--- config.mk ---
export PLATFORM = sky130hd
export DESIGN_NAME = alt_aeuex_reset_seq
export DESIGN_NICKNAME = d
export VERILOG_FILES = /design/src/rtl/alt_aeuex_reset_seq_pkg.sv /design/src/rtl/alt_aeuex_reset_seq_cnt.sv /design/src/rtl/alt_aeuex_reset_seq.sv
export SDC_FILE = /design/constraint.sdc
export NUM_CORES = 1
export LEC_CHECK = 0
export CAP_MARGIN = 20
export CORE_ASPECT_RATIO = 1.2
export CORE_MARGIN = 10
export CORE_UTILIZATION = 47
export CTS_CLUSTER_DIAMETER = 200
export DETAILED_ROUTE_END_ITERATION = 6
export GPL_TIMING_DRIVEN = 1
export PLACE_DENSITY = 0.73
export SLEW_MARGIN = 15
export SYNTH_ARGS = -nofsm -noshare
export SYNTH_HDL_FRONTEND = slang
export SYNTH_SLANG_ARGS = --single-unit
--- constraint.sdc ---
create_clock -name clk -period 3.67 [get_ports clk]
set_input_delay 0.9175 -clock clk [delete_from_list [all_inputs] [get_ports clk]]
set_output_delay 0.9175 -clock clk [all_outputs]
set_load 0.1 [all_outputs]
--- src/rtl/alt_aeuex_reset_seq_pkg.sv ---
// -----------------------------------------------------------------------------
// alt_aeuex_reset_seq_pkg
// Shared types and helpers for the multi-stage reset sequencer.
//   state_e  : sequencer FSM states
//   RETRY_W  : width of the consecutive-timeout counter
//   clog2max : counter width able to hold the largest of three cycle counts
// -----------------------------------------------------------------------------
package alt_aeuex_reset_seq_pkg;

    typedef enum logic [2:0] {
        IDLE     = 3'd0,
        WAIT_ACK = 3'd1,
        SETTLE   = 3'd2,
        HOLDOFF  = 3'd3,
        RUN      = 3'd4,
        LOCKOUT  = 3'd5
    } state_e;

    localparam int RETRY_W = 4;

    // Width of a counter that must reach (max(a,b,c) - 1); never below 1 bit.
    function automatic int clog2max(input int a, input int b, input int c);
        int m;
        m = a;
        if (b > m) m = b;
        if (c > m) m = c;
        return (m > 1) ? $clog2(m) : 1;
    endfunction

endpackage

--- src/rtl/alt_aeuex_reset_seq_cnt.sv ---
// -----------------------------------------------------------------------------
// alt_aeuex_reset_seq_cnt
// Clear/enable up-counter with a terminal-count flag. One instance serves the
// SETTLE, HOLDOFF and acknowledge-timeout intervals since only one of them is
// ever active at a time; the caller selects the terminal value per state.
// Ports:
//   clk, rst_n : clock, asynchronous active-low reset
//   clr_i      : synchronous clear to zero (wins over en_i)
//   en_i       : count enable
//   term_i     : terminal value compared against the current count
//   tc_o       : high while the count equals term_i
// -----------------------------------------------------------------------------
module alt_aeuex_reset_seq_cnt #(
    parameter int W = 4
) (
    input  logic         clk,
    input  logic         rst_n,
    input  logic         clr_i,
    input  logic         en_i,
    input  logic [W-1:0] term_i,
    output logic         tc_o
);

    logic [W-1:0] cnt_q;

    always_ff @(posedge clk or negedge rst_n) begin
        if (!rst_n) begin
            cnt_q <= '0;
        end else if (clr_i) begin
            cnt_q <= '0;
        end else if (en_i) begin
            cnt_q <= cnt_q + W'(1);
        end
    end

    assign tc_o = (cnt_q == term_i);

endmodule

--- src/rtl/alt_aeuex_reset_seq.sv ---
// -----------------------------------------------------------------------------
// alt_aeuex_reset_seq
// Releases a chain of downstream resets one stage at a time. Each released
// stage must acknowledge on stage_ready before the next is released; loss of
// acknowledge or an acknowledge timeout re-sequences from the failing stage,
// and repeated timeouts lock the sequencer out until ready_in drops.
// Ports:
//   clk         : clock
//   rst_n       : asynchronous active-low reset
//   ready_in    : sequence enable; low returns every stage to reset
//   stage_ready : per-stage acknowledge/lock
//   stage_rst_n : per-stage active-low reset (registered)
//   all_ready   : all stages released and settled (registered)
//   retry_cnt   : consecutive acknowledge-timeout count
//   lockout     : sticky retry-limit flag
// -----------------------------------------------------------------------------
module alt_aeuex_reset_seq
    import alt_aeuex_reset_seq_pkg::*;
#(
    parameter int STAGES         = 3,
    parameter int SETTLE_CYCLES  = 16,
    parameter int HOLDOFF_CYCLES = 64,
    parameter int TIMEOUT_CYCLES = 4096,
    parameter int MAX_RETRY      = 7
) (
    input  logic               clk,
    input  logic               rst_n,
    input  logic               ready_in,
    input  logic [STAGES-1:0]  stage_ready,
    output logic [STAGES-1:0]  stage_rst_n,
    output logic               all_ready,
    output logic [RETRY_W-1:0] retry_cnt,
    output logic               lockout
);

    localparam int CNT_W = clog2max(SETTLE_CYCLES, HOLDOFF_CYCLES, TIMEOUT_CYCLES);
    localparam int K_W   = (STAGES > 1) ? $clog2(STAGES) : 1;

    localparam logic [CNT_W-1:0]   SETTLE_TC  = CNT_W'(SETTLE_CYCLES - 1);
    localparam logic [CNT_W-1:0]   HOLDOFF_TC = CNT_W'(HOLDOFF_CYCLES - 1);
    localparam logic [CNT_W-1:0]   TIMEOUT_TC = CNT_W'(TIMEOUT_CYCLES - 1);
    localparam logic [K_W-1:0]     LAST_K     = K_W'(STAGES - 1);
    localparam logic [RETRY_W-1:0] RETRY_LIM  = RETRY_W'(MAX_RETRY);

    state_e               state_q, state_d;
    logic [K_W-1:0]       k_q, k_d;
    logic [STAGES-1:0]    rst_q, rst_d;
    logic                 all_q, all_d;
    logic [RETRY_W-1:0]   retry_q, retry_d;
    logic [RETRY_W-1:0]   retry_inc;
    logic                 lock_q, lock_d;

    logic                 cnt_clr, cnt_en, cnt_tc;
    logic [CNT_W-1:0]     cnt_term;
    logic                 loss_found;
    logic [K_W-1:0]       loss_j;

    // The same counter times all three intervals; pick its terminal by state.
    always_comb begin
        case (state_q)
            SETTLE:  cnt_term = SETTLE_TC;
            HOLDOFF: cnt_term = HOLDOFF_TC;
            default: cnt_term = TIMEOUT_TC;
        endcase
    end

    alt_aeuex_reset_seq_cnt #(
        .W (CNT_W)
    ) u_cnt (
        .clk    (clk),
        .rst_n  (rst_n),
        .clr_i  (cnt_clr),
        .en_i   (cnt_en),
        .term_i (cnt_term),
        .tc_o   (cnt_tc)
    );

    // Lowest released stage that dropped its acknowledge. In WAIT_ACK the
    // current stage has not acknowledged yet, so only earlier stages count.
    // HOLDOFF, IDLE and LOCKOUT never report a loss.
    always_comb begin
        loss_found = 1'b0;
        loss_j     = '0;
        for (int j = STAGES - 1; j >= 0; j--) begin
            if (!stage_ready[j] &&
                ((state_q == WAIT_ACK && j < int'(k_q)) ||
                 ((state_q == SETTLE || state_q == RUN) && j <= int'(k_q)))) begin
                loss_found = 1'b1;
                loss_j     = K_W'(j);
            end
        end
    end

    assign retry_inc = retry_q + RETRY_W'(1);

    always_comb begin
        state_d = state_q;
        k_d     = k_q;
        rst_d   = rst_q;
        all_d   = all_q;
        retry_d = retry_q;
        lock_d  = lock_q;
        cnt_clr = 1'b0;
        cnt_en  = 1'b0;

        if (!ready_in) begin
            state_d = IDLE;
            k_d     = '0;
            rst_d   = '0;
            all_d   = 1'b0;
            retry_d = '0;
            lock_d  = 1'b0;
            cnt_clr = 1'b1;
        end else if (loss_found) begin
            // A loss is not a timeout: retry_cnt is left alone.
            for (int i = 0; i < STAGES; i++) begin
                if (i >= int'(loss_j)) rst_d[i] = 1'b0;
            end
            all_d   = 1'b0;
            k_d     = loss_j;
            state_d = HOLDOFF;
            cnt_clr = 1'b1;
        end else begin
            case (state_q)
                IDLE: begin
                    rst_d[0] = 1'b1;
                    state_d  = WAIT_ACK;
                    cnt_clr  = 1'b1;
                end
                WAIT_ACK: begin
                    // Acknowledge is tested first so it wins a same-edge timeout.
                    if (stage_ready[k_q]) begin
                        state_d = SETTLE;
                        cnt_clr = 1'b1;
                    end else if (cnt_tc) begin
                        for (int i = 0; i < STAGES; i++) begin
                            if (i >= int'(k_q)) rst_d[i] = 1'b0;
                        end
                        retry_d = retry_inc;
                        if (retry_inc == RETRY_LIM) begin
                            state_d = LOCKOUT;
                            lock_d  = 1'b1;
                        end else begin
                            state_d = HOLDOFF;
                        end
                        cnt_clr = 1'b1;
                    end else begin
                        cnt_en = 1'b1;
                    end
                end
                SETTLE: begin
                    if (cnt_tc) begin
                        if (k_q == LAST_K) begin
                            state_d = RUN;
                            all_d   = 1'b1;
                            retry_d = '0;
                        end else begin
                            for (int i = 0; i < STAGES; i++) begin
                                if (i == int'(k_q) + 1) rst_d[i] = 1'b1;
                            end
                            k_d     = k_q + K_W'(1);
                            state_d = WAIT_ACK;
                        end
                        cnt_clr = 1'b1;
                    end else begin
                        cnt_en = 1'b1;
                    end
                end
                HOLDOFF: begin
                    if (cnt_tc) begin
                        rst_d[k_q] = 1'b1;
                        state_d    = WAIT_ACK;
                        cnt_clr    = 1'b1;
                    end else begin
                        cnt_en = 1'b1;
                    end
                end
                RUN, LOCKOUT: begin
                    cnt_clr = 1'b1;
                end
                default: begin
                    state_d = IDLE;
                    cnt_clr = 1'b1;
                end
            endcase
        end
    end

    always_ff @(posedge clk or negedge rst_n) begin
        if (!rst_n) begin
            state_q <= IDLE;
            k_q     <= '0;
            rst_q   <= '0;
            all_q   <= 1'b0;
            retry_q <= '0;
            lock_q  <= 1'b0;
        end else begin
            state_q <= state_d;
            k_q     <= k_d;
            rst_q   <= rst_d;
            all_q   <= all_d;
            retry_q <= retry_d;
            lock_q  <= lock_d;
        end
    end

    assign stage_rst_n = rst_q;
    assign all_ready   = all_q;
    assign retry_cnt   = retry_q;
    assign lockout     = lock_q;

endmodule

---- After elaboration in Yosys (flattened, before gate mapping) ----
Cells that the tools add are included.
storage, ports and cells
  register bits after elaboration ......... 26
  bits in latches ......................... 0
  bits in writable memories ............... 0
  bits in read-only memories .............. 0
  input port bits ......................... 6
  output and inout bits ................... 9
  logic and storage cells ................. 171
  memories kept ........................... 0
operators by class
  add/subtract/negate cells ............... 4
  multiply operators ...................... 0
  divide/modulo/power cells ............... 0
  magnitude comparators ................... 13
  eq/ne operators ......................... 42
  shifts and indexed selects .............. 0
  muxes and demuxes ....................... 73
  bitwise logic cells ..................... 1
  reductions and logical operators ........ 29
operators with widths
  cell                   count
  $mux 3                 15
  $mux 1                 33
  $eq 2x32->1 const A    1
  $logic_not 32->1       1
  $reduce_and 9->1       3
  $mux 12                2
  $mux 4                 6
  $ne 4x3->1 const B     6
  $pmux 12 s2            1
  $ne 4x4->1 const B     5
  $mux 2                 8
  $ne 3x3->1 const B     5
  $pmux 3 s5             1
  $add 12x1->12 const B  1
  $eq 12x12->1           1
  $ne 3x1->1 const B     4
  $ne 3x2->1 const B     4
  $logic_and 1x1->1      9
  $ge 1x2->1 const A     4
  $pmux 4 s2             1
  $eq 3x2->1 const B     2
  $eq 3x3->1 const B     2
  $ne 2x1->1 const B     3
  $ne 6x1->1 const B     1
  32 further kinds       43

---- Logic depth before layout (Yosys ltp) ----
  depth after elaboration ................. 12
  gate-level depth with buffers ........... 10
  depth with buffers taken out ............ 8

---- Cells and area by module ----
Synthesis repeated with hierarchy kept, for this count alone.
unflattened totals
  cell total of the unflattened synthesis .. 218
  area total of the unflattened synthesis .. 1973.1 µm²
by module, submodules not included
  module                   instances  cells an instance  area an instance (µm²)  seq. area each (µm²)
  alt_aeuex_reset_seq      1          144                1251.2                  350.3
  alt_aeuex_reset_seq_cnt  1          74                 721.9                   300.3

---- Least setup slack after synthesis ----
OpenSTA, ideal clock, no wires.
  path kind ............................... flip-flop to flip-flop
  start point ............................. register retry_q[1], in the netlist retry_cnt[1]
  end point ............................... register state_q[2]
  setup time .............................. 0.066 ns
  data arrival time ....................... 2.445 ns
  required time ........................... 3.604 ns
  path slack .............................. 1.158 ns
  stages on the path, launching flop included .. 8
  path buffers ............................ 0
  clock period less this slack ............ 2.512 ns
  path through ............................ dfrtp_1 ha_1 or3b_2 o31ai_1 o2111ai_1 o21ba_2 o22ai_1 and3b_1
between the ends
  longest elaborated chain between the ends .. 8
RTL lines
  what                    line                        source
  from (decl)             alt_aeuex_reset_seq.sv:49   logic [RETRY_W-1:0] retry_q, retry_d;
  from (signal assigned)  alt_aeuex_reset_seq.sv:202  retry_q <= retry_d;
  $add 4x1->4             alt_aeuex_reset_seq.sv:94   assign retry_inc = retry_q + RETRY_W'(1);
  $eq 4x3->1              alt_aeuex_reset_seq.sv:140  if (retry_inc == RETRY_LIM) begin
  $mux 3                  alt_aeuex_reset_seq.sv:140
  $mux 3                  alt_aeuex_reset_seq.sv:135  end else if (cnt_tc) begin
  $mux 3                  alt_aeuex_reset_seq.sv:132  if (stage_ready[k_q]) begin
  $pmux 3 s5              alt_aeuex_reset_seq.sv:124  case (state_q)
  $mux 3                  alt_aeuex_reset_seq.sv:114  end else if (loss_found) begin
  $mux 3                  alt_aeuex_reset_seq.sv:106  if (!ready_in) begin
  to (signal assigned)    alt_aeuex_reset_seq.sv:198  state_q <= state_d;
  to (decl)               alt_aeuex_reset_seq.sv:45   state_e state_q, state_d;
No other way between the ends. The select of a mux whose other input is x is not followed.
A chain may end at the register's enable or synchronous reset.

---- Worst setup path after layout ----
  start point ............................. input port stage_ready[1]
  end point ............................... register state_q[1]
between the ends
  longest elaborated chain between the ends .. 6
  elaborated cells between the ends (all ways) .. 15
  those cells by class .................... eq/ne (4); mux (8); reduce/logical (3)
RTL lines
  what                                                                      line                                                   source
  from (decl)                                                               alt_aeuex_reset_seq.sv:29                              input logic [STAGES-1:0] stage_ready,
  $bmux 1 s2 / $logic_not 1->1 (equally long branches)                      alt_aeuex_reset_seq.sv:132, alt_aeuex_reset_seq.sv:85
  $mux 1 (implied by the code) / $logic_and 1x1->1 (equally long branches)  alt_aeuex_reset_seq.sv:132, alt_aeuex_reset_seq.sv:85
  $mux 3 / $mux 1 (equally long branches)                                   alt_aeuex_reset_seq.sv:132, alt_aeuex_reset_seq.sv:85
  $pmux 3 s5 / $mux 1 (equally long branches)                               alt_aeuex_reset_seq.sv:124, alt_aeuex_reset_seq.sv:85
  $mux 3, or another cell as far along                                      alt_aeuex_reset_seq.sv:114
  $mux 3 / $reduce_and 4->1 (equally long branches)                         -
Several ways; a longest one is shown, not always the timed one. The select of a mux whose other input is x is not followed.

==> impl_results.rst <==
.. list-table::
   :header-rows: 1

   * - Metric
     - Value
   * - Outcome
     - finished clean
   * - Internal power
     - 448 uW
   * - Nature of the critical path startpoint
     - input port
   * - Total power draw
     - 709 uW
   * - Count of unique library cells instantiated by Yosys
     - 62
   * - Netlist Area Pre-Place
     - 0.00182 sq mm
   * - Data required, critical path
     - 3.82 ns
   * - Yosys warning count
     - 0
   * - Static leakage power
     - 0.806 nW
   * - Clock tree root buffer cell
     - clkbuf_8
   * - Final routed DRC violation total
     - 0
   * - Die X
     - 76.8 um
   * - H-tree lvl count
     - 1
   * - Unrepaired setup endpoints after global routing
     - no
   * - Min cycle time layout
     - 2.76 ns
   * - Layout net count
     - 229
   * - WS Path Type
     - input port to flip-flop
   * - Overflow left after global routing
     - 0
   * - IO Count
     - 15
   * - Total count of max-transition violations in the final report
     - 0
   * - Clk slew on worst S/H paths
     - 0.08 ns
   * - Sum of negative setup slack
     - 0 ns
   * - Post-detailed-routing wire length
     - 4120 um
   * - ANT nets after route
     - 0
   * - Post-synth top area share
     - 35.7%
   * - Pin count of the biggest net entering global routing
     - 27
   * - Height of the die
     - 88.2 um
   * - Routed via count divided by cell count
     - 5.76
   * - Post-synthesis cell count
     - 203
   * - Router iterations before antenna repair
     - 4
   * - Gates resized, CTS repair
     - 0
   * - Drt initial violations
     - 143
   * - GRT Total Usage
     - 12.5%
   * - Clock Tree Buf Depth
     - 2
   * - Final-report setup violation count
     - 0
   * - Worst skew pair latency
     - 0.27 ns
   * - Average wire per standard cell
     - 15.5 um
   * - Type of destination of the critical path
     - flip-flop
   * - Highest clock frequency the design can meet
     - 0.362 GHz
   * - Hold WS
     - 0.471 ns
   * - Most instantiated flip-flop cell in the synthesis netlist
     - dfrtp_1
   * - Flip-flop and latch count after synthesis
     - 26
   * - Register share of total power
     - 45.9%
   * - TritonCTS Buffers
     - 3
   * - TritonCTS clock tree
     - done
   * - Share of the yosys chip area belonging to registers
     - 35.7%
   * - CTS Hold Buffers Added
     - 0
   * - Via count
     - 1532
   * - Crit Path Max Fanout
     - 8
   * - Cells taking the most area after synthesis
     - dfrtp_1, nor2_1, ha_1, nand2_1, xnor2_1
   * - Portion of total power attributed to combinational logic
     - 31.4%
   * - Portion of the clock cycle consumed by the worst path in the final layout
     - 75.3%
   * - Highest ir drop seen on vdd
     - 0.207 mV
   * - Max-slew headroom
     - 35.1%
   * - Total net switching power
     - 260 uW
   * - Number of placement rows
     - 24
   * - Post-Syn Nets
     - 216
   * - Wire length of the first global-routing pass
     - 7160 um
   * - Starting Density
     - 49.3%
   * - Endpoint arrival time on the critical path
     - 2.92 ns
   * - Actual transition at the worst max-transition pin
     - 0.971 ns
   * - Async set-or-reset flop fraction in the synthesized netlist
     - 100%
   * - Number of post-CTS setup repair buffers
     - 0
   * - Reported max-cap violation count
     - 0
   * - Initial antenna violation count
     - 0
   * - DP HPWL
     - 2890 um
   * - PwrDens
     - 351 mW/mm^2
   * - Std-Cell Core Area
     - 0.00369 sq mm
   * - Switching part of the total power
     - 36.7%
   * - Number of synthesized flops with an enable pin
     - 0
   * - Per-instance average area after synthesis
     - 8.97 sq um
   * - PortBufs
     - 14
   * - Area growth syn-to-layout
     - 10.9%
   * - Filler Cell Count
     - 352
   * - Number of sinks on the clock net
     - 26
   * - ANT cells
     - 0
   * - Global placement routability congestion
     - 0.936
   * - Clk_skew
     - 0.00423 ns
   * - Total die area
     - 0.00677 sq mm
   * - Via count of the first global-routing pass
     - 1536
   * - Dominant cell type by area after synthesis
     - dfrtp_1
   * - Number of failing hold endpoints at the final stage
     - 0
   * - Fraction of layout cells with a size suffix above 1
     - 11.7%
   * - Worst min-delay path category
     - flip-flop to flip-flop
   * - Clock power frac
     - 22.7%
## logic make-up after synthesis
logic type | share of synthesized area (%)
fa+ha+maj | 4.81
buf+inv | 4.40
compound gates | 21.1
mux | 2.34
simple gates | 25.8
flops | 35.7
xor+xnor | 5.77
## critical path, cell delays in order
cell,delay [ns]
clkdlybuf4s50_1,0.52
or3_1,0.12
o32a_1,0.21
and4b_1,0.42
nand2_4,0.13
a21oi_1,0.25
mux2_1,0.35
## metrics by stage
stage | instance area, sq um | util (%) | setup WS, ns | std cells
floorplan | 1820 | - | 1.16 | 203
global placement | 1980 | 53.5 | 0.688 | 263
detailed placement | 1980 | 53.5 | 0.654 | 263
CTS | 2020 | 54.6 | 0.913 | 266
global route | 2020 | 54.6 | 0.791 | 266
finish | 2020 | 54.6 | 0.907 | 266
## state kept, by name (all words and copies together), names as in the netlist
signal	flops
stage_rst_n	3
lockout	1
k_q	2
all_ready	1
state_q	3
retry_cnt	4
u_cnt.cnt_q	12
## area by class of cell
type                       count  area (sq um)  share of cell area [%]
timing repair buffer          15           130                    6.45
sequential                    26           651                    32.2
multi-input combinational    159          1090                    54.0
clock buffer                   3          41.3                    2.05
inverter                      11          41.3                    2.05
tap                           52          65.1                    3.22
## layout by cell type (no fill, tap or decap), drive strengths merged, types with 8 or more instances in the layout
cell / count
a21oi: 9
nand2: 20
xnor2: 8
nor2: 26
dfrtp: 26
buf: 8
inv: 11
nand3: 9
## per-layer routing
| layer | vias to the layer above | track usage (%) | part of all wire, % |
|---|---|---|---|
| li1 | 753 | - | - |
| met1 | 739 | 15.1 | 47 |
| met2 | 38 | 22.4 | 49 |
| met3 | 2 | 1.84 | 4.2 |
| met4 | 0 | 3.55 | 0.63 |
| met5 | - | 0 | 0 |
## final timing paths
check	start	endpoint	slack, ns	depth (start not counted)
max	stage_ready[1]	state_q[1]	0.91	7
min	u_cnt.cnt_q[0]	u_cnt.cnt_q[0]	0.47	1
max reg2reg	state_q[2]	retry_cnt[1]	1.09	6
min reg2reg	u_cnt.cnt_q[0]	u_cnt.cnt_q[0]	0.47	1
max in group asynchronous	rst_n	stage_rst_n[1]	2.39	2
min in group asynchronous	rst_n	retry_cnt[2]	1.02	2
## Yosys cell counts (2+ instances only)
| library cell | n |
|---|---|
| dfrtp_1 | 26 |
| nor2_1 | 26 |
| nand2_1 | 19 |
| inv_1 | 11 |
| a21oi_1 | 9 |
| nand3_1 | 9 |
| xnor2_1 | 8 |
| ha_1 | 7 |
| o21ai_0 | 6 |
| buf_2 | 4 |
| or3_1 | 4 |
| xor2_1 | 4 |
| a31oi_1 | 3 |
| nand3b_1 | 3 |
| nor2b_1 | 3 |
| or2_2 | 3 |
| a21boi_0 | 2 |
| a21o_1 | 2 |
| a221o_1 | 2 |
| and3b_1 | 2 |
| and4_1 | 2 |
| mux2_1 | 2 |
| mux2i_1 | 2 |
| nand2b_1 | 2 |
| nor4_1 | 2 |
| o21a_1 | 2 |
| o31ai_1 | 2 |
| o32a_1 | 2 |
## power by group through the flow
stage / registers (mW) / logic [mW] / clock network (mW)
after floorplan: 0.356 / 0.143 / 0
after global placement: 0.330 / 0.217 / 0
after detailed placement: 0.330 / 0.217 / 0
after CTS: 0.325 / 0.219 / 0.164
after global routing: 0.327 / 0.244 / 0.173
final: 0.325 / 0.222 / 0.161
No activity file was read; power rests on OpenSTA's default activity.
